===== src/rtl/btn_conditioner.sv =====
// -----------------------------------------------------------------------------
// btn_conditioner
//
// Purpose:
//   Conditions one raw push-button pin from the board KEY inputs. The raw pin
//   is brought into the CLK_50 domain through a 2-flop synchronizer. Its
//   polarity is normalized so that 1 means pressed. It is then debounced with
//   a hold counter. Finally an event FSM turns the clean level into
//   single-cycle press/release pulses for the up/down counter edge inputs.
//   Use one instance per button.
//
// Parameters:
//   DEBOUNCE_CYCLES - consecutive cycles a new input value must be held before
//                     it is accepted (>= 1)
//   ACTIVE_LOW      - 1: pin reads 0 when pressed; 0: pin reads 1 when pressed
//   REPEAT_DELAY    - cycles from the press pulse to the first auto-repeat pulse
//   REPEAT_RATE     - cycles between later auto-repeat pulses
//
// Optional feature:
//   Define BTN_AUTO_REPEAT_EN to enable auto-repeat press pulses while the
//   button is held. Without it there is no repeat counter and no REPEAT state,
//   and each accepted press gives exactly one press_pulse.
//
// Ports:
//   CLK_50        in  50 MHz system clock, rising edge
//   reset         in  synchronous, active-high reset
//   btn_raw       in  asynchronous raw button pin
//   btn_level     out debounced level, 1 = pressed
//   press_pulse   out one-cycle pulse on accepted press (and each auto-repeat)
//   release_pulse out one-cycle pulse on accepted release
// -----------------------------------------------------------------------------
module btn_conditioner #(
  parameter int DEBOUNCE_CYCLES = 1000000,
  parameter bit ACTIVE_LOW      = 1'b1,
  parameter int REPEAT_DELAY    = 25000000,
  parameter int REPEAT_RATE     = 5000000
) (
  input  logic CLK_50,
  input  logic reset,
  input  logic btn_raw,
  output logic btn_level,
  output logic press_pulse,
  output logic release_pulse
);

  localparam int              DB_W    = $clog2(DEBOUNCE_CYCLES + 1);
  localparam logic [DB_W-1:0] DB_LAST = DB_W'(DEBOUNCE_CYCLES - 1);

  // ---------------------------------------------------------------------------
  // Stage 0: two-flop synchronizer
  // ---------------------------------------------------------------------------
  // Both flops reset to the released pin level. A button held through reset
  // is therefore seen as a fresh press once reset deasserts.
  logic r_sync1;
  logic r_sync2;
  logic w_pressed;

  always_ff @(posedge CLK_50) begin
    if (reset) begin
      r_sync1 <= ACTIVE_LOW;
      r_sync2 <= ACTIVE_LOW;
    end else begin
      r_sync1 <= btn_raw;
      r_sync2 <= r_sync1;
    end
  end

  assign w_pressed = r_sync2 ^ ACTIVE_LOW;

  // ---------------------------------------------------------------------------
  // Stage 1: counter-based debounce
  // ---------------------------------------------------------------------------
  // The counter runs only while the synchronized input disagrees with the
  // accepted level. Any agreement clears it, so a bounce restarts the full
  // window. The counter stops at DB_LAST, so it can never wrap.
  logic [DB_W-1:0] r_db_cnt;
  logic            r_level;
  logic            w_differ;
  logic            w_accept;
  logic            w_rise;
  logic            w_fall;

  assign w_differ = (w_pressed != r_level);
  assign w_accept = w_differ && (r_db_cnt == DB_LAST);
  assign w_rise   = w_accept &&  w_pressed;
  assign w_fall   = w_accept && !w_pressed;

  always_ff @(posedge CLK_50) begin
    if (reset) begin
      r_db_cnt <= '0;
      r_level  <= 1'b0;
    end else if (!w_differ) begin
      r_db_cnt <= '0;
    end else if (r_db_cnt == DB_LAST) begin
      r_level  <= w_pressed;
      r_db_cnt <= '0;
    end else begin
      r_db_cnt <= r_db_cnt + DB_W'(1);
    end
  end

  // ---------------------------------------------------------------------------
  // Stage 2: event FSM
  // ---------------------------------------------------------------------------
  // The FSM reacts to the debounce accept strobes rather than to r_level.
  // This registers each pulse on the same edge that btn_level changes.
`ifdef BTN_AUTO_REPEAT_EN
  typedef enum logic [1:0] {
    S_IDLE   = 2'd0,
    S_HELD   = 2'd1,
    S_REPEAT = 2'd2
  } state_t;

  localparam int              RP_MAX        = (REPEAT_DELAY > REPEAT_RATE) ?
                                              REPEAT_DELAY : REPEAT_RATE;
  localparam int              RP_W          = $clog2(RP_MAX + 1);
  localparam logic [RP_W-1:0] RP_DELAY_LAST = RP_W'(REPEAT_DELAY - 1);
  localparam logic [RP_W-1:0] RP_RATE_LAST  = RP_W'(REPEAT_RATE - 1);

  logic [RP_W-1:0] r_rep_cnt;
  logic [RP_W-1:0] w_rep_cnt_next;
`else
  typedef enum logic {
    S_IDLE = 1'b0,
    S_HELD = 1'b1
  } state_t;

  // The repeat parameters only matter for the auto-repeat build.
  logic w_unused_repeat;
  assign w_unused_repeat = ^{REPEAT_DELAY, REPEAT_RATE};
`endif

  state_t r_state;
  state_t w_state_next;
  logic   r_press;
  logic   r_release;
  logic   w_press_next;
  logic   w_release_next;

  always_ff @(posedge CLK_50) begin
    if (reset) begin
      r_state   <= S_IDLE;
      r_press   <= 1'b0;
      r_release <= 1'b0;
`ifdef BTN_AUTO_REPEAT_EN
      r_rep_cnt <= '0;
`endif
    end else begin
      r_state   <= w_state_next;
      r_press   <= w_press_next;
      r_release <= w_release_next;
`ifdef BTN_AUTO_REPEAT_EN
      r_rep_cnt <= w_rep_cnt_next;
`endif
    end
  end

  always_comb begin
    w_state_next   = r_state;
    w_press_next   = 1'b0;
    w_release_next = 1'b0;
`ifdef BTN_AUTO_REPEAT_EN
    w_rep_cnt_next = r_rep_cnt;
`endif
    case (r_state)
      S_IDLE: begin
        if (w_rise) begin
          w_state_next = S_HELD;
          w_press_next = 1'b1;
`ifdef BTN_AUTO_REPEAT_EN
          w_rep_cnt_next = '0;
`endif
        end
      end
      S_HELD: begin
        // A release takes priority over a repeat that is due on the same edge.
        if (w_fall) begin
          w_state_next   = S_IDLE;
          w_release_next = 1'b1;
`ifdef BTN_AUTO_REPEAT_EN
          w_rep_cnt_next = '0;
        end else if (r_rep_cnt == RP_DELAY_LAST) begin
          w_state_next   = S_REPEAT;
          w_press_next   = 1'b1;
          w_rep_cnt_next = '0;
        end else begin
          w_rep_cnt_next = r_rep_cnt + RP_W'(1);
`endif
        end
      end
`ifdef BTN_AUTO_REPEAT_EN
      S_REPEAT: begin
        if (w_fall) begin
          w_state_next   = S_IDLE;
          w_release_next = 1'b1;
          w_rep_cnt_next = '0;
        end else if (r_rep_cnt == RP_RATE_LAST) begin
          w_press_next   = 1'b1;
          w_rep_cnt_next = '0;
        end else begin
          w_rep_cnt_next = r_rep_cnt + RP_W'(1);
        end
      end
`endif
      default: begin
        w_state_next = S_IDLE;
      end
    endcase
  end

  assign btn_level     = r_level;
  assign press_pulse   = r_press;
  assign release_pulse = r_release;

endmodule

===== config.mk =====
export PLATFORM = sky130hd
export DESIGN_NAME = btn_conditioner
export DESIGN_NICKNAME = d
export VERILOG_FILES = /design/src/rtl/btn_conditioner.sv
export SDC_FILE = /design/constraint.sdc
export NUM_CORES = 1
export LEC_CHECK = 0
export ABC_AREA = 1
export BUFFER_PORTS_ARGS = -buffer_cell sky130_fd_sc_hd__buf_2
export CAP_MARGIN = 20
export CORE_UTILIZATION = 60
export CTS_BUF_LIST = sky130_fd_sc_hd__clkbuf_8
export DETAILED_ROUTE_END_ITERATION = 16
export HOLD_SLACK_MARGIN = 0.15
export PLACE_DENSITY_LB_ADDON = 0.15
export SETUP_SLACK_MARGIN = 0.1
export SLEW_MARGIN = 20
export SYNTH_ARGS = -nofsm -noshare
export SYNTH_HDL_FRONTEND = slang
export SYNTH_SLANG_ARGS = --single-unit

===== constraint.sdc =====
create_clock -name CLK_50 -period 3.52 [get_ports CLK_50]
set_input_delay 0.176 -clock CLK_50 [delete_from_list [all_inputs] [get_ports CLK_50]]
set_output_delay 0.176 -clock CLK_50 [all_outputs]
set_load 0.02 [all_outputs]

==> run_results.csv <==
group,metric,value,unit
outcome,status,"finished clean",
setup_path,endpoint_kind,"flop",
setup_path,crit_type,"reg -> reg",
place,gp_congestion,0.849,
finish,antennaDiodeCount,0,
setup_path,cp-start-kind,"flop",
routing,drtPass1Iterations,4,
finish,layout-drive-gt1-share,10.6,%
sta,fin_crit_sh,47.7,%
yosys,netlist_area,0.00123,mm²
setup_path,r2r_slack,1.84,ns
setup_path,crit_fanout,20,
setup_path,slowest_stage,"dfxtp_1",
global_route,grt_max_degree,21,
setup_path,arrival,1.83,ns
yosys,synth.distinct_cells,21,
power,p_per_area,342,mW/mm²
yosys,yosysWarnings,0,
floorplan,ios,6,
sta,tightestPinTransition,0.379,ns
routing,drc,0,
yosys,synth.avg_cell_area,6.86,µm²
floorplan,die_x,47.3,µm
setup_path,r2r_end,"r_db_cnt[15]$_SDFF_PP0_",
floorplan,die_h,47.3,µm
sta,finalHoldViolCount,0,
routing,ant_nets,0,
place,dp_hpwl,1760,µm
clock_tree,cts_buffer_depth,2,
sta,finalMaxSlewViolations,0,
yosys,seq_area_frac_synth,40.7,%
yosys,synth_nets,183,
yosys,ys_ff_latch,25,
clock_tree,cts_buffers,3,
clock_tree,clkSinkCount,25,
finish,fin_area,0.00133,mm²
setup_path,critPathMaxStageDelay,0.41,ns
clock_tree,ctsResizeCount,0,
floorplan,initial_core_util,63.3,%
sta,tns,0,ns
global_route,grt_usage,23.6,%
power,ir_worst_vdd,0.306,mV
place,dpl_cell_area,0.00126,mm²
place,pre_cts_ws,1.83,ns
global_route,grt_pass1_wl,3710,µm
min_path,hp-start,"r_sync1$_SDFF_PP1_",
min_path,hold_end,"r_sync2$_SDFF_PP1_",
finish,area_growth,8.25,%
setup_path,crit_chain,"ha_1 > nand3_1 > nor2_4 > nand2_2 > nand2_2 > nor2_1",
setup_path,crit_top_cell,"nand2_2",
routing,routed_wl,2390,µm
finish,nets,193,
clock_tree,cts.reportedPaths.clkPinSlew,0.08,ns
min_path,hold_class,"reg -> reg",
routing,vias,1074,
global_route,grt_pass1_vias,956,
clock_tree,htreeDepth,1,
power,p_leak,0.422,nW
global_route,antenna_found_initial,0,
setup_path,reg2reg_depth,6,
clock_tree,cts_root_buffer,"clkbuf_8",
yosys,syn_inst,179,
clock_tree,insertion_delay,0.26,ns
finish,final_util,68.5,%
floorplan,num_rows,16,
sta,period_minus_slack,1.68,ns
routing,vias_per_cell,5.00,
global_route,overflow,0,
sta,fin_ws,1.84,ns
min_path,min_delay_path_depth,1,
clock_tree,cts_tree,"built",
sta,fmax,0.596,GHz
sta,fin_skew,0.00455,ns
routing,post_drt_wl_per_cell,11.1,µm
place,port_buffers,5,
setup_path,r2r_start,"r_db_cnt[0]$_SDFF_PP0_",
run,max_cap_viol_count,0,
sta,setup_viol,0,
floorplan,core,0.00194,mm²
sta,relSlewSlack,74.6,%
setup_path,worstPathRequired,3.67,ns
floorplan,die-area,0.00223,mm²
routing,drt_iter0_markers,25,
sta,rsz0062_at_grt,"no",
[state kept, by name, indices dropped and copies added (netlist names)]
register and flops:
release_pulse 1, r_sync1 1, press_pulse 1, r_db_cnt 20
btn_level 1, r_sync2 1
[through the flow]
step	power, W	instances	hold slack, ns
finish	0.000454	215	0.426
global route	0.000469	215	0.449
CTS	0.000456	215	0.426
detailed placement	0.000298	209	0.362
global placement	0.000297	209	0.361
floorplan	0.000296	179	0.254
[layout by cell type (no fill, tap or decap), types with 2 or more instances in the layout]
cell           Yosys  routed
buf_2              0       5
nor2_4             2       2
xor2_1             6       6
nor3_1             2       2
nand2_2            3       3
a21oi_1            8       8
or2_2              2       2
xnor2_1            4       4
nand2_1           49      49
nor2_1            38      38
inv_1             19      20
dlygate4sd3_1      0       2
nand4_1            2       2
nor2_2             3       3
clkbuf_8           0       3
nand3_1            8       8
dfxtp_1           25      25
[synthesized netlist by cell type (all sizes together)]
cell type / instances / area (µm²)
o21ai: 1 / 5.00
inv: 20 / 75.1
nand2: 52 / 203
nand4: 2 / 12.5
xnor2: 4 / 35.0
nand3b: 1 / 7.51
buf: 2 / 22.5
or2: 3 / 18.8
a21oi: 8 / 40.0
nor3: 2 / 10.0
ha: 1 / 12.5
nor2: 43 / 184
xor2: 6 / 52.6
nand3: 9 / 50.1
dfxtp: 25 / 500
[what timing repair did]
action / in CTS / in global routing
endpoints found under the hold margin: 3 / 0
hold buffers: 2 / 0
setup buffers: 0 / 0
endpoints found under the setup margin: 0 / 0
[how the worst max path moves through the flow]
stage	startpoint	depth (start not counted)	to	slack [ns]
3_5_place_dp	r_db_cnt[0]$_SDFF_PP0_	6	r_db_cnt[15]$_SDFF_PP0_	1.83
3_3_place_gp	r_db_cnt[0]$_SDFF_PP0_	6	r_db_cnt[11]$_SDFF_PP0_	1.91
5_1_grt	r_db_cnt[0]$_SDFF_PP0_	6	r_db_cnt[15]$_SDFF_PP0_	1.67
6_report	r_db_cnt[0]$_SDFF_PP0_	6	r_db_cnt[15]$_SDFF_PP0_	1.84
4_1_cts	r_db_cnt[0]$_SDFF_PP0_	6	r_db_cnt[15]$_SDFF_PP0_	1.82
2_1_floorplan	r_db_cnt[0]$_SDFF_PP0_	7	r_db_cnt[14]$_SDFF_PP0_	2.13
[cells by family (layout without fill, tap and decap cells)]
group                    after synthesis  after routing  synth area share [%]
XOR/XNOR                              10             10                  7.13
flip-flops                            25             25                  40.7
buffers and inverters                 22             31                  7.94
adder cells (fa/ha/maj)                1              1                  1.02
AND/OR/NAND/NOR                      112            112                  39.5
AO/OA/AOI/OAI                          9              9                  3.67
[per-layer routing]
metal / vias up / GRT usage, % / wire length [µm]
met4: 0 / 9.14 / 42
met2: 31 / 41.1 / 1160
met5: - / 0 / 0
met1: 474 / 27.8 / 1080
li1: 563 / - / -
met3: 6 / 5.38 / 108
[worst max-delay path, delay by kind of cell, from the launching register on]
kind	cells	cell delay (ns)
flops	1	0.41
fa+ha+maj	1	0.27
simple gates	5	0.87
[cell type report]
type                    instances  area (µm²)
clock inverters                 1        3.75
multi-input cells             132         631
well taps                      27        33.8
inverters                      20        75.1
fillers                       176         612
flip-flops and latches         25         500
clock buffers                   3        41.3
repair buffers                  7        45.0
[where the power goes]
group          internal (W)   total [W]  switching (W)  leakage, nW
sequential         0.000284    0.000285    0.000000906        0.202
clock             0.0000779    0.000162      0.0000841       0.0269
combinational    0.00000371  0.00000769     0.00000398        0.193
Power figures use the tool's default switching activity.
